File: src/rtl/regs_wb_arbiter_if.sv
// Writeback request/grant bundle between the writeback sources and the
// register-file write port arbiter.
interface regs_wb_arbiter_if #(
    parameter int WIDTH      = 32,
    parameter int ADDR_WIDTH = 5,
    parameter int NR_REQ     = 2
);
    localparam int GID_W = $clog2(NR_REQ);

    logic                         hold;
    logic [NR_REQ-1:0]            req_valid;
    logic [NR_REQ*ADDR_WIDTH-1:0] req_addr;
    logic [NR_REQ*WIDTH-1:0]      req_data;
    logic [NR_REQ-1:0]            req_ready;
    logic                         wen;
    logic [ADDR_WIDTH-1:0]        addrw;
    logic [WIDTH-1:0]             dinw;
    logic [GID_W-1:0]             grant_id;

    // Requester side plus the write-port hold control.
    modport master (
        output hold, req_valid, req_addr, req_data,
        input  req_ready, wen, addrw, dinw, grant_id
    );

    // Arbiter side.
    modport slave (
        input  hold, req_valid, req_addr, req_data,
        output req_ready, wen, addrw, dinw, grant_id
    );
endinterface

File: src/rtl/regs_wb_arbiter.sv
// Round-robin arbiter sharing the single register-file write port among
// NR_REQ writeback requesters; the accepted write is registered for one cycle.
module regs_wb_arbiter #(
    parameter int WIDTH      = 32,
    parameter int ADDR_WIDTH = 5,
    parameter int NR_REQ     = 2
) (
    input  logic               clk,
    input  logic               rst,
    regs_wb_arbiter_if.slave   wb
);
    localparam int               GID_W    = $clog2(NR_REQ);
    localparam logic [GID_W:0]   NR_REQ_W = (GID_W+1)'(NR_REQ);
    localparam logic [GID_W-1:0] LAST_ID  = GID_W'(NR_REQ - 1);

    logic [GID_W-1:0]      rr_ptr_q, rr_ptr_d;
    logic [GID_W-1:0]      grant_id_q, grant_id_d;
    logic                  wen_q, wen_d;
    logic [ADDR_WIDTH-1:0] addrw_q, addrw_d;
    logic [WIDTH-1:0]      dinw_q, dinw_d;

    logic                  found;
    logic [GID_W-1:0]      win;
    logic [GID_W:0]        idx;
    logic [NR_REQ-1:0]     ready;
    logic                  xfer;
    logic [ADDR_WIDTH-1:0] win_addr;
    logic [WIDTH-1:0]      win_data;

    // Scan requesters starting at rr_ptr, wrapping modulo NR_REQ; first valid wins.
    always_comb begin
        found = 1'b0;
        win   = '0;
        idx   = '0;
        for (int k = 0; k < NR_REQ; k++) begin
            idx = {1'b0, rr_ptr_q} + (GID_W+1)'(k);
            if (idx >= NR_REQ_W) idx = idx - NR_REQ_W;
            if (!found && wb.req_valid[idx[GID_W-1:0]]) begin
                found = 1'b1;
                win   = idx[GID_W-1:0];
            end
        end
    end

    // One-hot accept for the winner; suppressed by hold and while in reset.
    always_comb begin
        ready = '0;
        if (rst && !wb.hold && found) ready[win] = 1'b1;
    end

    assign xfer     = |ready;
    assign win_addr = wb.req_addr[ADDR_WIDTH*win +: ADDR_WIDTH];
    assign win_data = wb.req_data[WIDTH*win +: WIDTH];

    // Next-state: capture the accepted write; x0 writes are consumed without wen.
    always_comb begin
        wen_d      = 1'b0;
        addrw_d    = addrw_q;
        dinw_d     = dinw_q;
        grant_id_d = grant_id_q;
        rr_ptr_d   = rr_ptr_q;
        if (xfer) begin
            wen_d      = (win_addr != '0);
            addrw_d    = win_addr;
            dinw_d     = win_data;
            grant_id_d = win;
            rr_ptr_d   = (win == LAST_ID) ? '0 : win + 1'b1;
        end
    end

    // Output register and round-robin pointer; async reset drops any pending write.
    always_ff @(posedge clk or negedge rst) begin
        if (!rst) begin
            wen_q      <= 1'b0;
            addrw_q    <= '0;
            dinw_q     <= '0;
            grant_id_q <= '0;
            rr_ptr_q   <= '0;
        end else begin
            wen_q      <= wen_d;
            addrw_q    <= addrw_d;
            dinw_q     <= dinw_d;
            grant_id_q <= grant_id_d;
            rr_ptr_q   <= rr_ptr_d;
        end
    end

    assign wb.req_ready = ready;
    assign wb.wen       = wen_q;
    assign wb.addrw     = addrw_q;
    assign wb.dinw      = dinw_q;
    assign wb.grant_id  = grant_id_q;
endmodule

File: src/flat_wrapper.sv
// flat-port wrapper written by rule: the top's interface ports become plain ports
module regs_wb_arbiter_flat 
#(
    parameter int WIDTH      = 32,
    parameter int ADDR_WIDTH = 5,
    parameter int NR_REQ     = 2
)
  (clk, rst, wb_hold, wb_req_valid, wb_req_addr, wb_req_data, wb_req_ready, wb_wen, wb_addrw, wb_dinw, wb_grant_id);
  regs_wb_arbiter_if #(.WIDTH(WIDTH), .ADDR_WIDTH(ADDR_WIDTH), .NR_REQ(NR_REQ)) wb_i ();
  input  logic clk;
  input  logic rst;
  input wire logic [$bits(wb_i.hold)-1:0] wb_hold;
  input wire logic [$bits(wb_i.req_valid)-1:0] wb_req_valid;
  input wire logic [$bits(wb_i.req_addr)-1:0] wb_req_addr;
  input wire logic [$bits(wb_i.req_data)-1:0] wb_req_data;
  output wire logic [$bits(wb_i.req_ready)-1:0] wb_req_ready;
  output wire logic [$bits(wb_i.wen)-1:0] wb_wen;
  output wire logic [$bits(wb_i.addrw)-1:0] wb_addrw;
  output wire logic [$bits(wb_i.dinw)-1:0] wb_dinw;
  output wire logic [$bits(wb_i.grant_id)-1:0] wb_grant_id;
  assign wb_i.hold = wb_hold;
  assign wb_i.req_valid = wb_req_valid;
  assign wb_i.req_addr = wb_req_addr;
  assign wb_i.req_data = wb_req_data;
  assign wb_req_ready = wb_i.req_ready;
  assign wb_wen = wb_i.wen;
  assign wb_addrw = wb_i.addrw;
  assign wb_dinw = wb_i.dinw;
  assign wb_grant_id = wb_i.grant_id;
  regs_wb_arbiter #(.WIDTH(WIDTH), .ADDR_WIDTH(ADDR_WIDTH), .NR_REQ(NR_REQ)) u_core (.clk(clk), .rst(rst), .wb(wb_i));
endmodule
File: config.mk
export PLATFORM = sky130hd
export DESIGN_NAME = regs_wb_arbiter_flat
export DESIGN_NICKNAME = d
export VERILOG_FILES = /design/src/rtl/regs_wb_arbiter_if.sv /design/src/rtl/regs_wb_arbiter.sv /design/src/flat_wrapper.sv
export SDC_FILE = /design/constraint.sdc
export NUM_CORES = 1
export LEC_CHECK = 0
export BUFFER_PORTS_ARGS = -buffer_cell sky130_fd_sc_hd__buf_2
export CORE_MARGIN = 2
export CORE_UTILIZATION = 30
export DETAILED_ROUTE_END_ITERATION = 10
export SLEW_MARGIN = 25
export SYNTH_ARGS = -nofsm -noshare
export SYNTH_HDL_FRONTEND = slang
export SYNTH_SLANG_ARGS = --single-unit
File: constraint.sdc
create_clock -name clk -period 3.37 [get_ports clk]
set_clock_uncertainty 0.05 [all_clocks]
set_input_delay 0.1685 -clock clk [delete_from_list [all_inputs] [get_ports clk]]
set_output_delay 0.1685 -clock clk [all_outputs]
set_load 0.05 [all_outputs]
Yosys cells after proc, flatten, opt, wreduce, memory -nomap -nowiden
Cells that the tools add are included.
{"block": "op_classes", "n_mul": 1, "n_mux": 15, "n_addsub": 4, "n_reduce_logical": 8, "n_lt_le_gt_ge": 6, "shifts": 2}
{"operator": "indexed part select 64 x 7 -> 32 bit", "n": 1}
{"operator": "two-way mux 1 bit", "n": 13}
{"operator": "indexed part select 10 x 5 -> 5 bit", "n": 1}
{"operator": "< comparator 1 x 2 -> 1 bit (second input constant)", "n": 3}
{"operator": "nonzero test 5 bit", "n": 1}
{"operator": "logical AND 1 bit", "n": 4}
{"operator": "multiplier 3 x 1 -> 4 bit (first input constant)", "n": 1}
{"operator": "adder 1 x 1 -> 2 bit (second input constant)", "n": 1}
{"operator": "greater-or-equal comparator 1 x 2 -> 1 bit (second input constant)", "n": 1}
{"operator": "greater-or-equal comparator 2 bit (second input constant)", "n": 1}
{"operator": "zero test 1 bit", "n": 2}
{"operator": "two-way mux 2 bit", "n": 1}
{"operator": "OR reduction 2 bit", "n": 1}
{"operator": "subtractor 1 bit (second input constant)", "n": 2}
{"operator": "adder 1 bit (second input constant)", "n": 1}
{"operator": "demux 1 bit (select 1 bit)", "n": 1}
{"operator": "greater-or-equal comparator 1 bit (second input constant)", "n": 1}
{"block": "totals", "out_inout_bits": 41, "register_bits": 40}

Depth between registers and ports, before layout
Gate-level depths: netlist of the first run.
{"block": "logic_depth", "ltp_word": 15, "depth_mapped": 4, "depth_no_buf": 3}

Least setup slack after synthesis of the first run
Ideal clock, no wire load.
{"block": "synth_path", "kind": "register to register", "startpoint": "reg u_core.rr_ptr_q", "endpoint": "reg u_core.addrw_q[0], in the netlist u_core.wb.addrw[0]", "synth_period_minus_slack_ps": 1324, "arrival_ps": 1153, "path_slack_ps": 2046, "setup_time_ps": 121, "stages_incl_launch_ff": 5, "path_cell_list": "dfrtp_1 -> nand2b_2 -> buf_6 -> a311o_1 -> o22a_1"}
{"block": "synth_between", "elab_chain_len": 14, "elab_cells_between_ends": 27, "classes_between": "add/sub: 3; mul: 1; order compare: 4; shift: 1; mux: 13; reduce/logical: 5"}
{"element": "start, declared", "line": "regs_wb_arbiter.sv:16", "source": "logic [GID_W-1:0] rr_ptr_q, rr_ptr_d;"}
{"element": "start signal, assigned", "line": "regs_wb_arbiter.sv:84", "source": "rr_ptr_q <= rr_ptr_d;"}
{"element": "parallel branches: the longest is 14 deep, another holds multiplier 3 x 1 -> 4 bit"}
{"element": "end signal, assigned", "line": "regs_wb_arbiter.sv:81", "source": "addrw_q <= addrw_d;"}
{"element": "end, declared", "line": "regs_wb_arbiter.sv:19", "source": "logic [ADDR_WIDTH-1:0] addrw_q, addrw_d;"}
Parallel ways; which one is timed is not known. The select of a mux whose other input is x is not followed.
A chain may end at the register's enable or synchronous reset.

Worst setup path in the final report of the first run
{"block": "layout_path", "startpoint": "in rst", "endpoint": "out wb_req_ready[0]"}
{"block": "layout_between", "elab_chain_len": 3}
{"element": "start, declared", "line": "flat_wrapper.sv:11", "source": "input logic rst;"}
{"element": "logical AND 1 bit (2 in a row)", "line": "regs_wb_arbiter.sv:48", "source": "if (rst && !wb.hold && found) ready[win] = 1'b1;"}
{"element": "two-way mux 2 bit", "line": "regs_wb_arbiter.sv:48"}
{"element": "end, declared", "line": "flat_wrapper.sv:16", "source": "output wire logic [$bits(wb_i.req_ready)-1:0] wb_req_ready;"}
Every way passes these cells.

==> impl_metrics.ini, run 1 <==
[outcome]
outcome = completed

[timing]
final.min_clock_period_ns = 2.37
rsz0062_at_grt = no
slew_viol_final = 0
report.final.setup_viol = 0
post-route-period-util_pct = 70.3
hold_viol = 0
max_freq_mhz = 422
relSlewSlack_pct = 50.0
tightest_slew_ns = 0.749
tns_ns = 0

[min_path]
worstHoldStart = wb_req_data[36]
hold_depth = 3
min_path_type = in2reg
whs_endpoint = u_core.wb.dinw[4]$_DFFE_PN0P_

[detailed_routing]
viasPerCell = 4.78
vias = 1961
wl_per_cell_um = 13.1
final_antenna_net_count = 0
drt-total-wl_mm = 5.37
drc = 0
drt_first_pass_iters = 5
drt_iter0_drc = 94

[flow_run]
drv_cap = 0

[global_routing]
antenna_found_initial = 0
grt-ovfl-total = 0
grt_pass1_wl_mm = 8.75
grt_start_max_net_pins = 40
grt_use_total_pct = 15.0
grt_pass1_vias = 1912

[synthesis]
async_flop_share_pct = 100
syn-num-nets = 297
yosys.area.top_type = dfrtp_1
synth-seq-area-share_pct = 50.1
synth_area_leaders = dfrtp_1 50%, o221ai_1 14%, inv_1 12%
synth_area_um2 = 2000
yosysMostFrequentCell = inv_1
synth-edff-count = 0
ys_top_cells_by_count = 66 x inv_1, 40 x dfrtp_1, 34 x o21ai_0
ys_warn_count = 0
synth_seq_cells = 40
netlist_instances = 218
synth_ff_type = dfrtp_1
netlist-cell-type-count = 22
synth.avg_cell_area_um2 = 9.17
yosys.area.top_type_share_pct = 50.1

[floorplanning]
initial_core_util_pct = 31.3
core_area_um2 = 6390
die-area_um2 = 7330
ios = 120
die_w_um = 85.6
die_y_um = 85.6
rows = 29

[place]
gp_congestion = 0.800
place_hpwl_mm = 3.90
place_inst = 401
portBuffers = 119

[critical_path]
crit_fanout = 35
r2r_start = u_core.rr_ptr_q$_DFFE_PN0P_
path_delay_family = buffers and inverters
ff2ff_setup_slack_ns = 1.59
crit_top_cell = buf_2
required_ns = 3.15
cp.buffers_inverters = 4
r2r-end = u_core.wb.dinw[18]$_DFFE_PN0P_
critPathKind = in2out
worstPathArrival_ns = 2.15
reg2reg_depth = 3
path_cells = dlygate4sd3_1 > buf_2 > and2b_1 > nand3_2 > inv_1 > buf_2
start_kind = input port
slowest_delay_ns = 0.59
endpoint_kind = output pin
slowest_stage = nand3_2

[clock_network]
worstSkewPairLatency_ns = 0.29
cts_tree = yes
cts-root-buf = clkbuf_8
cts_max_path_buffers = 2
cts_made_buffers = 5
cts_resized = 0
clkTransAtPathRegs_ns = 0.08
cts_sinks = 40
htree_levels = 2

[cells_and_area]
syn_to_final_growth_pct = 37.9
drive_gt1_share_pct = 40.2
final_cells = 410
antenna_cells = 0
fin_nets = 411

[power_and_ir_drop]
leakage_nw = 1.58
ir_drop_mv = 0.214
power.density_nw_per_um2 = 585
==> flip-flops by register name, indices dropped and copies added, names as in the netlist <==
name,cells
u_core.rr_ptr_q,1
u_core.wb.addrw,5
u_core.wb.dinw,32
u_core.wb.grant_id,1
u_core.wb.wen,1
==> per-stage QoR <==
step | total power, W | utilization, % | cell area [µm²] | hold slack (ns) | setup WS [ns]
floorplan | 0.00106 | - | 2000 | -0.177 | 2.05
global placement | 0.00124 | 41.3 | 2640 | -0.0809 | 1.53
detailed placement | 0.00124 | 41.3 | 2640 | -0.0756 | 1.53
CTS | 0.00163 | 43.2 | 2760 | 0.0863 | 1.00
global route | 0.00170 | 43.2 | 2760 | 0.0914 | 0.840
finish | 0.00161 | 43.2 | 2760 | 0.0875 | 1.00
==> timing repair <==
action	CTS	global route
buffers inserted	0	0
endpoints found under the setup margin	0	0
hold endpoints to repair	40	0
hold buffers	1	0
==> cells by family (layout without fill, tap and decap cells) <==
family,after synthesis,in the layout,share of synthesized area (%)
flops,40,40,50.1
buf+inv,82,197,16.3
compound gates,82,82,29.5
simple gates,14,14,4.19
==> worst max-delay path by stage <==
stage / endpoint / depth (start not counted) / slack [ns] / from
after global routing: wb_req_ready[0] / 6 / 0.84 / rst
after floorplan: u_core.wb.addrw[0]$_DFFE_PN0P_ / 4 / 2.05 / u_core.rr_ptr_q$_DFFE_PN0P_
after global placement: wb_req_ready[1] / 4 / 1.53 / u_core.rr_ptr_q$_DFFE_PN0P_
final: wb_req_ready[0] / 6 / 1.0 / rst
after detailed placement: wb_req_ready[1] / 4 / 1.53 / u_core.rr_ptr_q$_DFFE_PN0P_
after CTS: wb_req_ready[1] / 6 / 1.00 / rst
==> worst min-delay path: cells and delay by family <==
family                 cells  cell delay [ns]
AOI/OAI and AO/OA          1             0.12
buffers and inverters      2             0.10
==> report_power, final <==
group	total [W]	internal (W)	switching, W
sequential	0.000609	0.000567	0.0000417
combinational	0.000618	0.000163	0.000456
clock	0.000384	0.000220	0.000164
total	0.00161	0.000950	0.000662
==> cell usage in the layout (no fill, tap or decap) <==
cell type        n
nor2_1           3
inv_1           66
bufinv_16        1
a311o_1          4
a21boi_0         4
a2bb2oi_1        1
dfrtp_1         40
a311oi_1         1
nand2_1          3
o221ai_1        32
nand3_2          2
clkbuf_1         1
buf_2          119
o22ai_1          1
clkinv_2         1
clkbuf_8         5
dlygate4sd3_1    1
o22a_1           4
o21ai_0         34
nand2b_1         1
nand2b_2         1
a21bo_2          1
or4_1            2
nor2_2           1
buf_4            3
and2b_1          1
==> layout make-up <==
| cell class | instances | area (µm²) |
|---|---|---|
| fill | 670 | 3630 |
| sequential | 40 | 1000 |
| multi-input combinational | 96 | 676 |
| timing repair buffer | 123 | 628 |
| inverter | 66 | 248 |
| tap | 77 | 96.3 |
| clock buffer | 6 | 72.6 |
| clock inverter | 2 | 35.0 |
==> metal layers <==
| layer | wire [µm] | global-route usage, % | share of wire [%] |
|---|---|---|---|
| met5 | 0 | 0 | 0 |
| met4 | 34 | 3.03 | 0.63 |
| met3 | 454 | 4.91 | 8.5 |
| met2 | 2460 | 24.5 | 46 |
| met1 | 2420 | 19.6 | 45 |
Note: power is estimated with default switching activity, not from simulation.
==> run 2: changes to the inputs <==
==> constraint.sdc (replaced) <==
create_clock -name clk -period 1.95 [get_ports clk]
set_clock_uncertainty 0.05 [all_clocks]
set_input_delay 0.0975 -clock clk [delete_from_list [all_inputs] [get_ports clk]]
set_output_delay 0.0975 -clock clk [all_outputs]
set_load 0.05 [all_outputs]
==> run 2 against run 1 <==
Against the previous run:
- sequential share of layout area decreased by 0.16 points
- total power increased by 64%
- worst hold slack got worse by 0.070 ns
- die area unchanged
- via count increased by 2.1%
- design area increased by 0.45%
- count of clock-buffer cells in the layout unchanged
- clock power increased by 34%
- critical endpoint is now wb_req_ready[1]
- highest routed layer unchanged
==> impl_metrics.ini, run 2 (synthesis results as in run 1) <==
[global_routing]
grt_pass1_vias = 1956
grt-ovfl-total = 0
grt_start_max_net_pins = 41
grt_use_total_pct = 15.2
grt_pass1_wl_mm = 8.95
antenna_found_initial = 0

[floorplanning]
die-area_um2 = 7330
core_area_um2 = 6390
ios = 120
die_w_um = 85.6
die_y_um = 85.6
rows = 29
initial_core_util_pct = 31.3

[clock_network]
worstSkewPairLatency_ns = 0.28
cts_max_path_buffers = 2
cts_made_buffers = 5
cts_tree = yes
cts_sinks = 40
clkTransAtPathRegs_ns = 0.08
htree_levels = 2
cts-root-buf = clkbuf_8

[place]
portBuffers = 119
preCtsSetupSlack_ns = 0.355
placed_area_um2 = 2680
place_hpwl_mm = 3.95
gp_congestion = 0.792

[critical_path]
crit_fanout = 11
critPathKind = in2out
endpoint_kind = output pin
start_kind = input port
required_ns = 1.80
worstPathArrival_ns = 1.59
reg2reg_depth = 4

[outcome]
outcome = completed

[cells_and_area]
largest_reg_flops = 32
final_cell_mix = 119 x buf_2, 66 x inv_1, 40 x dfrtp_1, 34 x o21ai_0, 32 x o221ai_1
syn_to_final_growth_pct = 38.5
drive_gt1_share_pct = 40.8
antenna_cells = 0
fin_area_um2 = 2770
fin_util_pct = 43.4
layout_commonest_cell = buf_2
fin_nets = 415

[detailed_routing]
drt_first_pass_iters = 4
drt_iter0_drc = 93
drc = 0
wl_per_cell_um = 13.3
viasPerCell = 4.85
drt-total-wl_mm = 5.51
vias = 2002
final_antenna_net_count = 0

[power_and_ir_drop]
ir_drop_mv = 0.367
power.density_nw_per_um2 = 954
leakage_nw = 1.59

[timing]
tns_ns = 0
rsz0062_at_grt = no
slew_viol_final = 0
relSlewSlack_pct = 51.3
setup_slack_ns = 0.212
report.final.setup_viol = 0
hold_viol = 0
final.min_clock_period_ns = 1.74
tightest_slew_ns = 0.730
max_freq_mhz = 575
post-route-period-util_pct = 89.1
holdWs_ns = 0.0177

[min_path]
min_path_type = in2reg
hold_depth = 3

[flow_run]
drv_cap = 0
-- run 2: changes by cell type in the layout (fill, tap and decap cells not counted) --
| cell | change |
|---|---|
| buf_12 | +1 |
| buf_4 | +3 |
| bufinv_16 | -1 |
-- run 2: what timing repair did --
item | 4_1_cts | 5_1_grt
hold buffers | 1 | 0
buffers inserted | 0 | 0
hold endpoints to repair | 40 | 0
gates resized for setup | 0 | 0
-- run 2: critical path: stages --
cell and delay (ns):
dlygate4sd3_1 0.54, buf_2 0.14, and2b_1 0.17, nand3_2 0.26
inv_1 0.11, buf_2 0.27
-- run 2: power breakdown --
part | leakage, nW | total (W) | switching (W) | internal (W)
logic | 1.06 | 0.00108 | 0.000788 | 0.000288
registers | 0.492 | 0.00105 | 0.0000710 | 0.000980
clock network | 0.0410 | 0.000515 | 0.000271 | 0.000243
total | 1.59 | 0.00264 | 0.00113 | 0.00151
-- run 2: metrics by stage --
step | total power (W) | cells
after floorplan | 0.00183 | 218
after global placement | 0.00214 | 405
after detailed placement | 0.00215 | 405
after CTS | 0.00267 | 413
after global routing | 0.00278 | 413
final | 0.00264 | 413
-- run 2: per-layer routing --
layer | wire length, µm | track usage (%)
met4 | 40 | 3.90
met1 | 2470 | 20.2
met5 | 0 | 0
met2 | 2590 | 25.4
met3 | 402 | 3.27
-- run 2: cell type report --
| class | instances | area, µm² |
|---|---|---|
| tap | 77 | 96.3 |
| fill | 657 | 3620 |
| clock buffer | 6 | 72.6 |
| sequential | 40 | 1000 |
| clock inverter | 1 | 5.00 |
| multi-input combinational | 96 | 676 |
| inverter | 66 | 248 |
| timing repair buffer | 127 | 671 |
-- run 2: path summary, 6_finish.rpt --
check                                               startpoint                        endpoint  slack [ns]
worst max register to register     u_core.rr_ptr_q$_DFFE_PN0P_   u_core.wb.dinw[1]$_DFFE_PN0P_        0.45
worst min register to register  u_core.wb.grant_id$_DFFE_PN0P_  u_core.wb.grant_id$_DFFE_PN0P_        0.45
worst max-delay path                                       rst                 wb_req_ready[1]        0.21
worst min-delay path                           wb_req_data[52]  u_core.wb.dinw[20]$_DFFE_PN0P_        0.02
min in group asynchronous                                  rst  u_core.wb.addrw[4]$_DFFE_PN0P_        0.30
max in group asynchronous                                  rst   u_core.wb.dinw[6]$_DFFE_PN0P_        1.20
==> run 3: changes to the inputs <==
--- a/config.mk
+++ b/config.mk
@@ -7,8 +7,9 @@
 export LEC_CHECK = 0
 export BUFFER_PORTS_ARGS = -buffer_cell sky130_fd_sc_hd__buf_2
 export CORE_MARGIN = 2
-export CORE_UTILIZATION = 30
+export CORE_UTILIZATION = 39
 export DETAILED_ROUTE_END_ITERATION = 10
+export PLACE_DENSITY = 0.76
 export SLEW_MARGIN = 25
 export SYNTH_ARGS = -nofsm -noshare
 export SYNTH_HDL_FRONTEND = slang
==> run 3 against run 2 <==
Against the previous run:
- register-to-register slack worse by 0.09 ns
- largest cell class unchanged
- utilization up 13 points
- setup slack worse by 0.070 ns
- fmax down 3.9%
- count of clock-buffer cells in the layout down 1
- total power up 15%
- clock power up 79%
- sequential share of layout area down 0.95 points
==> impl_metrics.ini, run 3 (synthesis results as in run 1) <==
[clock_network]
post_cts_buffers = 0
worstSkewPairLatency_ns = 0.29
clkTransAtPathRegs_ns = 0.07
cts_max_path_buffers = 2
cts-root-buf = clkbuf_8
cts_made_buffers = 5
cts_tree = yes
cts_sinks = 40
htree_levels = 2

[detailed_routing]
drc = 0
drt-total-wl_mm = 5.06
viasPerCell = 4.79
final_antenna_net_count = 0
drt_first_pass_iters = 4
drt_iter0_drc = 65
wl_per_cell_um = 12.5
vias = 1939

[cells_and_area]
largest_reg_flops = 32
drive_gt1_share_pct = 40.9
syn_to_final_growth_pct = 42.2
final_cell_mix = 119 x buf_2, 66 x inv_1, 40 x dfrtp_1, 34 x o21ai_0, 32 x o221ai_1
antenna_cells = 0
fin_nets = 413
layout_commonest_cell = buf_2

[place]
portBuffers = 119
preCtsSetupSlack_ns = 0.417
place_hpwl_mm = 3.75
gp_congestion = 0.776

[min_path]
worstHoldStart = wb_req_data[51]
min_path_type = in2reg
hold_depth = 3

[critical_path]
worstPathArrival_ns = 1.66
r2r_start = u_core.rr_ptr_q$_DFFE_PN0P_
endpoint_kind = output pin
reg2reg_depth = 4
crit_fanout = 15
critPathKind = in2out
critPathLaunch = rst
start_kind = input port
required_ns = 1.80

[floorplanning]
initial_core_util_pct = 39.7
core_area_um2 = 5040
die_w_um = 75.6
rows = 26
die_y_um = 75.6
ios = 120
die-area_um2 = 5720

[power_and_ir_drop]
power_frac_seq_pct = 34.6
p_sw_share_pct = 37.4
switchingPower_w = 0.00114
ir_drop_mv = 0.444
clkPwrFrac_pct = 30.2
comb_power_share_pct = 35.2
intPower_w = 0.00191
leakage_nw = 1.63
power.density_nw_per_um2 = 1070

[timing]
holdWs_ns = 0.0258
final.min_clock_period_ns = 1.81
rsz0062_at_grt = no
setup_slack_ns = 0.142
report.final.setup_viol = 0
relSlewSlack_pct = 52.2
tns_ns = 0
slew_viol_final = 0
post-route-period-util_pct = 92.7
max_freq_mhz = 553
tightest_slew_ns = 0.716
hold_viol = 0

[global_routing]
grt_start_max_net_pins = 41
grt_pass1_vias = 1827
antenna_found_initial = 0
grt_pass1_wl_mm = 7.84
grt_use_total_pct = 18.0
grt-ovfl-total = 0

[outcome]
outcome = completed

[flow_run]
drv_cap = 0
run 3: layout make-up:
class / count / area, µm²
Clock buffer: 5 / 68.8
Clock inverter: 3 / 90.1
Fill cell: 474 / 2200
Inverter: 66 / 248
Multi-Input combinational cell: 96 / 681
Sequential cell: 40 / 1000
Tap cell: 70 / 87.6
Timing Repair Buffer: 125 / 668
run 3: per-layer routing:
layer / track usage [%] / part of all wire (%) / vias to the layer above
met5: 0 / 0 / -
met4: 4.87 / 0.69 / 0
met3: 4.50 / 7.3 / 4
met2: 31.9 / 48 / 89
met1: 21.9 / 44 / 867
li1: - / - / 979
run 3: critical path: stages:
cell and delay, ns:
dlygate4sd3_1 0.55, buf_2 0.13, and2b_1 0.17, nand3_2 0.32, inv_1 0.12, buf_2 0.27
run 3: stage by stage:
step           total power, W  std cells  util, %  cell area [µm²]
6_report              0.00305        405     56.4             2840
2_1_floorplan         0.00183        218        -             2000
5_1_grt               0.00320        405     56.4             2840
3_3_place_gp          0.00213        396     53.0             2670
4_1_cts               0.00308        405     56.4             2840
3_5_place_dp          0.00215        396     53.1             2680
run 3: worst paths after layout:
check | to | slack (ns)
worst max-delay path | wb_req_ready[1] | 0.14
worst min-delay path | u_core.wb.dinw[19]$_DFFE_PN0P_ | 0.03
worst max register to register | u_core.wb.dinw[17]$_DFFE_PN0P_ | 0.36
worst min register to register | u_core.wb.dinw[7]$_DFFE_PN0P_ | 0.47
max in group asynchronous | u_core.wb.dinw[25]$_DFFE_PN0P_ | 1.09
min in group asynchronous | u_core.wb.wen$_DFF_PN0_ | 0.43
run 3: timing repair:
| action | CTS | global route |
|---|---|---|
| resized for setup | 0 | 0 |
| hold buffers | 1 | 0 |
| endpoints found under the hold margin | 40 | 0 |
run 3: power by group through the flow:
stage	sequential (W)	combinational [W]	clock (W)
2_1_floorplan	0.00159	0.000236	0
3_3_place_gp	0.00107	0.00106	0
3_5_place_dp	0.00107	0.00108	0
6_report	0.00105	0.00107	0.000922
4_1_cts	0.00105	0.00108	0.000942
5_1_grt	0.00107	0.00115	0.000975
